--- src/rtl/counter_sched_pkg.sv ---
// Shared constants and state encoding for the counter run scheduler.
// The state enum is built on the encoding localparams so both views stay in sync.
package counter_sched_pkg;

    localparam int DEF_LEN_W   = 8;
    localparam int DEF_TIMEOUT = 16;
    localparam int CNT_W       = 8;

    localparam logic [2:0] ST_IDLE  = 3'd0;
    localparam logic [2:0] ST_START = 3'd1;
    localparam logic [2:0] ST_RUN   = 3'd2;
    localparam logic [2:0] ST_STOP  = 3'd3;
    localparam logic [2:0] ST_WAIT  = 3'd4;
    localparam logic [2:0] ST_DONE  = 3'd5;

    typedef enum logic [2:0] {
        IDLE  = ST_IDLE,
        START = ST_START,
        RUN   = ST_RUN,
        STOP  = ST_STOP,
        WAIT  = ST_WAIT,
        DONE  = ST_DONE
    } state_t;

endpackage

--- src/rtl/rr_arbiter.sv ---
// Combinational round-robin pick: scan starts at ptr and the first set request wins.
// The owner of ptr decides when the pointer advances.
module rr_arbiter #(
    parameter int NUM_REQ = 4,
    parameter int IDX_W   = $clog2(NUM_REQ)
) (
    input  logic [NUM_REQ-1:0] req,
    input  logic [IDX_W-1:0]   ptr,
    output logic [NUM_REQ-1:0] grant,
    output logic [IDX_W-1:0]   idx
);

    int               pos;
    logic [IDX_W-1:0] cand;
    logic             found;

    // NOTE: every output and temporary gets a default before the loop so no latch is inferred.
    always_comb begin
        grant = '0;
        idx   = '0;
        found = 1'b0;
        pos   = 0;
        cand  = '0;
        // NOTE: blocking assignments here so found/pos are seen updated within the same pass of the loop.
        for (int i = 0; i < NUM_REQ; i++) begin
            pos = int'(ptr) + i;
            if (pos >= NUM_REQ) begin
                pos = pos - NUM_REQ;
            end
            cand = IDX_W'(pos);
            if (!found && req[cand]) begin
                found       = 1'b1;
                grant[cand] = 1'b1;
                idx         = cand;
            end
        end
    end

endmodule

--- src/rtl/counter_run_scheduler.sv ---
// Time-shares one start/stop counter among NUM_REQ requesters: round-robin grant,
// start/stop pulses len cycles apart, then returns the captured count with a done pulse.
module counter_run_scheduler
    import counter_sched_pkg::*;
#(
    parameter int NUM_REQ = 4,
    parameter int LEN_W   = DEF_LEN_W,
    parameter int TIMEOUT = DEF_TIMEOUT
) (
    input  logic                     clk_i,
    input  logic                     rstn_i,
    input  logic [NUM_REQ-1:0]       req_i,
    input  logic [NUM_REQ*LEN_W-1:0] len_i,
    output logic [NUM_REQ-1:0]       grant_o,
    output logic [NUM_REQ-1:0]       done_o,
    output logic [CNT_W-1:0]         result_o,
    output logic                     err_o,
    output logic                     busy_o,
    output logic                     cnt_start_o,
    output logic                     cnt_stop_o,
    input  logic [CNT_W-1:0]         cnt_value_i,
    input  logic                     cnt_valid_i
);

    localparam int IDX_W = $clog2(NUM_REQ);
    localparam int TMO_W = $clog2(TIMEOUT + 1);

    state_t             state;
    logic [IDX_W-1:0]   rr_ptr;
    logic [IDX_W-1:0]   idx_q;
    logic [NUM_REQ-1:0] grant_q;
    logic [LEN_W-1:0]   len_q;
    logic [LEN_W-1:0]   run_cnt;
    logic [TMO_W-1:0]   tmo_cnt;
    logic [TMO_W-1:0]   tmo_next;
    logic [CNT_W-1:0]   result_q;
    logic               err_q;

    logic [NUM_REQ-1:0] arb_grant;
    logic [IDX_W-1:0]   arb_idx;
    logic [LEN_W-1:0]   arb_len;

    rr_arbiter #(
        .NUM_REQ (NUM_REQ),
        .IDX_W   (IDX_W)
    ) u_arb (
        .req   (req_i),
        .ptr   (rr_ptr),
        .grant (arb_grant),
        .idx   (arb_idx)
    );

    assign arb_len  = len_i[arb_idx*LEN_W +: LEN_W];
    assign tmo_next = tmo_cnt + TMO_W'(1);

    // NOTE: sequential state uses non-blocking assignments so every register samples pre-edge values.
    always_ff @(posedge clk_i or negedge rstn_i) begin
        if (!rstn_i) begin
            state    <= IDLE;
            rr_ptr   <= '0;
            idx_q    <= '0;
            grant_q  <= '0;
            len_q    <= '0;
            run_cnt  <= '0;
            tmo_cnt  <= '0;
            result_q <= '0;
            err_q    <= 1'b0;
        end else begin
            case (state)
                IDLE: begin
                    if (|req_i) begin
                        idx_q   <= arb_idx;
                        grant_q <= arb_grant;
                        len_q   <= (arb_len == '0) ? LEN_W'(1) : arb_len;
                        state   <= START;
                    end
                end
                START: begin
                    run_cnt <= len_q;
                    state   <= (len_q == LEN_W'(1)) ? STOP : RUN;
                end
                // run_cnt counts down from len to 2, placing STOP exactly len cycles after START.
                RUN: begin
                    if (run_cnt == LEN_W'(2)) begin
                        state <= STOP;
                    end else begin
                        run_cnt <= run_cnt - LEN_W'(1);
                    end
                end
                STOP: begin
                    tmo_cnt <= '0;
                    state   <= WAIT;
                end
                WAIT: begin
                    if (cnt_valid_i) begin
                        result_q <= cnt_value_i;
                        err_q    <= 1'b0;
                        state    <= DONE;
                    end else if (tmo_next == TMO_W'(TIMEOUT - 1)) begin
                        // Give up so DONE lands TIMEOUT cycles after the stop pulse.
                        tmo_cnt  <= tmo_next;
                        result_q <= '0;
                        err_q    <= 1'b1;
                        state    <= DONE;
                    end else begin
                        tmo_cnt <= tmo_next;
                    end
                end
                DONE: begin
                    rr_ptr <= (idx_q == IDX_W'(NUM_REQ - 1)) ? '0 : idx_q + IDX_W'(1);
                    state  <= IDLE;
                end
                default: state <= IDLE;
            endcase
        end
    end

    assign busy_o      = (state != IDLE);
    assign cnt_start_o = (state == START);
    assign cnt_stop_o  = (state == STOP);
    assign grant_o     = busy_o ? grant_q : '0;
    assign done_o      = (state == DONE) ? grant_q : '0;
    assign err_o       = (state == DONE) && err_q;
    assign result_o    = result_q;

endmodule

--- config.mk ---
export PLATFORM = sky130hd
export DESIGN_NAME = counter_run_scheduler
export DESIGN_NICKNAME = d
export VERILOG_FILES = /design/src/rtl/counter_sched_pkg.sv /design/src/rtl/rr_arbiter.sv /design/src/rtl/counter_run_scheduler.sv
export SDC_FILE = /design/constraint.sdc
export NUM_CORES = 1
export LEC_CHECK = 0
export CORE_UTILIZATION = 33
export CTS_BUF_LIST = sky130_fd_sc_hd__clkbuf_4
export DETAILED_ROUTE_END_ITERATION = 7
export PLACE_DENSITY = 0.55
export SETUP_SLACK_MARGIN = 0.02
export SLEW_MARGIN = 10
export SYNTH_ARGS = -nofsm -noshare
export SYNTH_HDL_FRONTEND = slang
export SYNTH_SLANG_ARGS = --single-unit
--- constraint.sdc ---
create_clock -name clk_i -period 6.44 [get_ports clk_i]
set_input_delay 1.288 -clock clk_i [delete_from_list [all_inputs] [get_ports clk_i]]
set_output_delay 1.288 -clock clk_i [all_outputs]
set_load 0.01 [all_outputs]
# == Yosys cells after proc, flatten, opt, wreduce, memory -nomap -nowiden ==
# Index checks and enable logic that the tools add are counted.
# W data, S select, Z words.
# op_classes
shift,1
n_reduce_logical,23
n_lt_le_gt_ge,12
eq_ne,14
addsub,10
bitwise_logic,3
n_mux,49
# ops
operator,n
$mux W8,4
$shiftx A32 B6 Y8,1
$mux W4,6
$mux W2,9
$pmux W8 S2,1
$pmux W3 S5,1
$mux W1,14
$lt A2 B3 Y1 const B,4
$mux W3,4
$or A4 B4 Y4,3
$pmux W5 S2,1
$ge A3 B3 Y1 const B,3
$bmux W1 S2,4
$demux W1 S2,4
$eq A8 B1 Y1 const B,1
$eq A8 B2 Y1 const B,1
$ge A2 B1 Y1 const B,4
$logic_and A1 B1 Y1,8
$logic_not A8 Y1,1
$ne A2 B2 Y1 const B,4
$reduce_and A2 Y1,4
$sub A2 B1 Y2 const B,4
$sub A8 B1 Y8 const B,1
$add A2 B2 Y3 const B,2
17 further kinds,23
# totals
output_inout_bits,20
ff_bits,41
inputBits,47
elab_cells,121

# == Logic depth before layout (Yosys ltp) ==
# logic_depth
word_depth,17
mapped_depth,13
depth_no_buf,9

# == Hierarchy ==
# Synthesis repeated with hierarchy kept, for this count alone.
# unflattened
cells_unflattened,279
area_unflattened_um2,2811.4
# modules_own_cells
module,n_inst,seq_area_each_um2,cells_per_inst,area_per_inst_um2
counter_run_scheduler,1,1026.0,214,2322.2
rr_arbiter,1,0.0,65,489.2

# == Worst setup path after synthesis ==
# OpenSTA, ideal clock, no wires.
# synth_timing
kind,input-to-reg
start,input req_i[2]
end,register len_q[0]
path_buffers,1
required_ns,6.374
cell_stages,8
arrival_ns,3.062
slack_ns,3.312
cell_sequence,buf_4 > nor2b_1 > o21ai_2 > nand3_2 > a221oi_4 > mux4_1 > nor4_1 > o31a_1
# synth_via
elab_chain_cells,15
word_cells_on_any_way,26
cone_classes,shift (1); mux (16); reduce/logical (9)
# synth_rtl
element,line,source
start: declaration,counter_run_scheduler.sv:12,"input logic [NUM_REQ-1:0] req_i,"
$bmux W1 S2,rr_arbiter.sv:31,if (!found && req[cand]) begin
$mux W1 (implied by the code),rr_arbiter.sv:31,
$mux W1,rr_arbiter.sv:31,
$logic_not A1 Y1,rr_arbiter.sv:31,
$logic_and A1 B1 Y1,rr_arbiter.sv:31,
$mux W1,rr_arbiter.sv:31,
$logic_not A1 Y1,rr_arbiter.sv:31,
$logic_and A1 B1 Y1,rr_arbiter.sv:31,
$mux W1,rr_arbiter.sv:31,
$logic_not A1 Y1,rr_arbiter.sv:31,
$logic_and A1 B1 Y1,rr_arbiter.sv:31,
$mux W2,rr_arbiter.sv:31,
$shiftx A32 B6 Y8,counter_run_scheduler.sv:53,assign arb_len = len_i[arb_idx*LEN_W +: LEN_W];
$logic_not A8 Y1,counter_run_scheduler.sv:74,len_q <= (arb_len == '0) ? LEN_W'(1) : arb_len;
$mux W8,counter_run_scheduler.sv:74,
end signal: assignment,counter_run_scheduler.sv:74,
end: declaration,counter_run_scheduler.sv:32,logic [LEN_W-1:0] len_q;
# Several ways; a longest one is shown, not always the timed one. The select of a mux whose other input is x is not followed.
# A chain may end at the register's enable or synchronous reset.

# == Worst setup path after layout ==
# layout_timing
start,register rr_ptr[0]
end,register len_q[0]
# layout_via
elab_chain_cells,17
word_cells_on_any_way,39
cone_classes,add/sub (7); order compare (4); shift (1); mux (20); reduce/logical (7)
# layout_rtl
element,line,source
start: declaration,counter_run_scheduler.sv:29,logic [IDX_W-1:0] rr_ptr;
start signal: assignment,counter_run_scheduler.sv:110,rr_ptr <= (idx_q == IDX_W'(NUM_REQ - 1)) ? '0 : idx_q + IDX_W'(1);
"parallel branches: the longest is 13 deep, another holds $add A2 B1 Y3",n/a,
$mux W2 *,rr_arbiter.sv:31,
$shiftx A32 B6 Y8 *,counter_run_scheduler.sv:53,
$logic_not A8 Y1,counter_run_scheduler.sv:74,
$mux W8 *,counter_run_scheduler.sv:74,
# Mark *: on every way between the ends. The select of a mux whose other input is x is not followed.

==> metrics.txt <==
drt total wl 6.45 mm; mux share of post-synthesis cell area about 9.6%; Via density 5.27; max cap viols 0; wire length on met2 2.84 mm; Fill cells ~840; chip height between 90 and 100 um; setup TNS 0 ns; CTS root buffer clkbuf_4; total global routing overflow 0; Worst Hold Class reg2reg; Layout Nets 433; number of remaining DRC errors 0; Yosys reg bits approximately 40; post-synthesis xor/xnor area fraction less than 1%; Net Sw Power approximately 0.64 mW; area occupied by multi-input gates around 1700 sq um; Synth Area in Simple Gates ~22%; r2r startpoint rr_ptr[0]; clock network power share 9.3%; # resized after CTS 0; Post-Route M1 WL 3.17 mm; via count roughly 2500; Core ar. a little over 8000 sq um; R2R depth 9; Rows 33; Final Hold Fails 0; period utilization between 50% and 60%; power density over the cells a little over 400 nW/um^2; worst-path fanout max 20; Final setup viols 0; Worst setup endpoint len_q[0]; Seq/Total Area, Yosys a little over a third; I/O pins 67; DR WL/cell about 13 um; net switching fraction of the power 44.4%; hpwl dp between 4 and 5 mm; Post-synth ARST share 100%; EDFF count, synth 0; Total Routing Usage GR between 10% and 20%; Post-Synth Adder-Cell Area under 10%; relative slew slack around 37%; IO buf count 66; worst skew pair latency between 0.3 and 0.4 ns; CTS buffer count 5; Crit path depth 9; clk buf depth 2; Final Max Tran Viols 0; crit path buf inv count 1; DRT antenna net count 0; Comb power frac 57.1%; # H-tree levels 2; Internal approximately 0.81 mW; leakage about 1.5 nW; Syn Nets between 300 and 400; RSZ-0062 raised after global routing no; Worst path max stage delay 0.88 ns; top_reg_cell synth dfrtp_1; fraction of final layout cells sized beyond drive strength 1 under 10%; largest family of logic cells by synthesized area simple AND/OR/NAND/NOR gates; CP endpoint kind register; Synth Area in Compound Gates a little over a fifth; initial cell density of the core approximately 34%; Slew @ Worst Pin approximately 0.95 ns; Mapped Avg Cell Area roughly 8.9 sq um; first-iteration detailed-routing DRC count 81; largest net degree at the start of global routing 42; hold buffers post-CTS 0; final worst path period need approximately 3.8 ns; f_max about 260 MHz; GP Congestion 0.806; critical-path cell list inv_1, ha_1, nor2b_1, o21ai_2, nand3_2, a221oi_4, mux4_1, nor4_1, o31a_1; Clock transition at path regs about 0.14 ns; number of post-CTS setup repair buffers 0; Area growth syn-to-layout 26.9%; Cells after DPL ~470; Seq. cell area a little over 1000 sq um; highest metal used met4; routed wl met3 between 300 and 400 um; count of cell types in the netlist 54; Pre-Repair DR Iteration Count 5; cell family with most CP delay compound AO/OA/AOI/OAI gates; clock sinks 41; Worst EP required between 6 and 7 ns; Peak VDD IR between 0.15 and 0.2 mV; antenna violations before repair 0; vias in the first global route between 2000 and 2500; first-pass GRT wire length between 10 and 15 mm; Crit-path slowest cell dfrtp_1; kind of critical path reg2reg; Post-Layout Cell Count 479; Worst setup SP type register; Seq pwr share between 30% and 40%; number of synthesis warnings 0; Die X between 90 and 100 um; clk_skew just over 0.008 ns; Critical R2R Capture len_q[0]; Synth Instances 316; Synth Cell Area approximately 2800 sq um; total die area 8920 sq um; CTS tree done; R2R setup slack roughly 2.6 ns; status complete, no violations; worst setup path start rr_ptr[0]; ANT cells 0; Crit path arrival time 4.15 ns
==> layer usage <==
layer  up-vias  global-route usage (%)
met5         -                       0
met1      1165                    20.0
met3         8                    2.58
met2        81                    25.1
met4         0                    5.38
li1       1271                       -
==> worst min path at each step <==
stage                     startpoint    endpoint  cells after the start
after floorplan             idx_q[1]    idx_q[1]                      2
after global placement      idx_q[1]    idx_q[1]                      2
after detailed placement    idx_q[1]    idx_q[1]                      2
after CTS                 grant_q[1]  grant_q[1]                      1
after global routing        idx_q[1]    idx_q[1]                      2
final                       idx_q[1]    idx_q[1]                      2
==> area by class of cell <==
class                           instances  area share [%]
Timing Repair Buffer                   67            18.5
Clock buffer                            5            1.05
Clock inverter                          3           0.490
Tap cell                              105            3.67
Inverter                               10            1.05
Sequential cell                        41            28.7
Multi-Input combinational cell        248            46.5
==> worst register-to-register path, stage by stage (launching register included) <==
cell and delay (ns):
dfrtp_1 0.88, inv_1 0.29, ha_1 0.49, nor2b_1 0.20
o21ai_2 0.15, nand3_2 0.11, a221oi_4 0.66, mux4_1 0.67
nor4_1 0.19, o31a_1 0.17
==> logic make-up (layout without fill, tap and decap cells) <==
| logic type | after synthesis | count (layout) |
|---|---|---|
| multiplexers | 20 | 20 |
| AO/OA/AOI/OAI | 93 | 93 |
| flip-flops | 41 | 41 |
| adder cells (fa/ha/maj) | 13 | 13 |
| XOR/XNOR | 2 | 2 |
| buffers and inverters | 27 | 85 |
| AND/OR/NAND/NOR | 120 | 120 |
==> cell usage after synthesis (all sizes together), types with 3 or more instances <==
cell type / instances / share of area, %
mux2: 8 / 3.2
a31oi: 5 / 1.1
a222oi: 4 / 1.4
mux4: 4 / 3.5
nand2b: 6 / 1.3
nor2: 28 / 3.8
nor3: 7 / 1.2
dfrtp: 41 / 36
ha: 13 / 5.8
a22o: 8 / 2.5
a21o: 4 / 1.1
nand3: 5 / 1.1
nand2: 35 / 4.7
a21oi: 19 / 3.4
nor4: 4 / 0.89
nor2b: 7 / 1.6
or4: 5 / 1.3
clkbuf: 7 / 0.93
buf: 10 / 2.6
inv: 10 / 1.3
and3: 6 / 1.3
or3: 3 / 0.67
mux2i: 8 / 3.0
nand3b: 3 / 0.80
o21ai: 40 / 7.2
==> metrics by stage <==
step	hold WS (ns)	worst slack, ns	utilization (%)	area [sq um]	total power, mW
floorplan	0.454	3.31	-	2820	1.09
global placement	0.474	2.42	42.6	3520	1.31
detailed placement	0.480	2.34	42.6	3520	1.33
CTS	0.512	2.60	43.3	3580	1.47
global route	0.520	2.20	43.3	3580	1.60
finish	0.503	2.61	43.3	3580	1.45
==> power groups by stage <==
stage,registers [mW],clock network [mW],logic [mW]
after floorplan,0.459,0,0.632
after global placement,0.490,0,0.820
after detailed placement,0.495,0,0.834
after CTS,0.489,0.139,0.837
after global routing,0.510,0.148,0.941
final,0.487,0.134,0.827
==> state kept, by name (all words and copies together) (netlist names) <==
signal    count
result_o      8
len_q         8
grant_q       4
run_cnt       8
rr_ptr        2
state         3
err_q         1
idx_q         2
tmo_cnt       5
==> placed cells by master, fill, tap and decap left out, types with 5 or more instances in the layout <==
| master | Yosys | final |
|---|---|---|
| o21ai_0 | 38 | 38 |
| a21oi_1 | 19 | 19 |
| nor2b_1 | 7 | 7 |
| or4_1 | 5 | 5 |
| nand2_1 | 35 | 35 |
| ha_1 | 13 | 13 |
| dfrtp_1 | 41 | 41 |
| mux2i_1 | 7 | 7 |
| nor3_1 | 7 | 7 |
| a22o_1 | 8 | 8 |
| nor2_1 | 27 | 27 |
| mux2_2 | 6 | 6 |
| clkdlybuf4s50_1 | 0 | 65 |
| inv_1 | 10 | 10 |
| clkbuf_4 | 0 | 5 |
| nand2b_1 | 6 | 6 |
| and3_1 | 6 | 6 |
No activity file was read; power rests on OpenSTA's default activity.
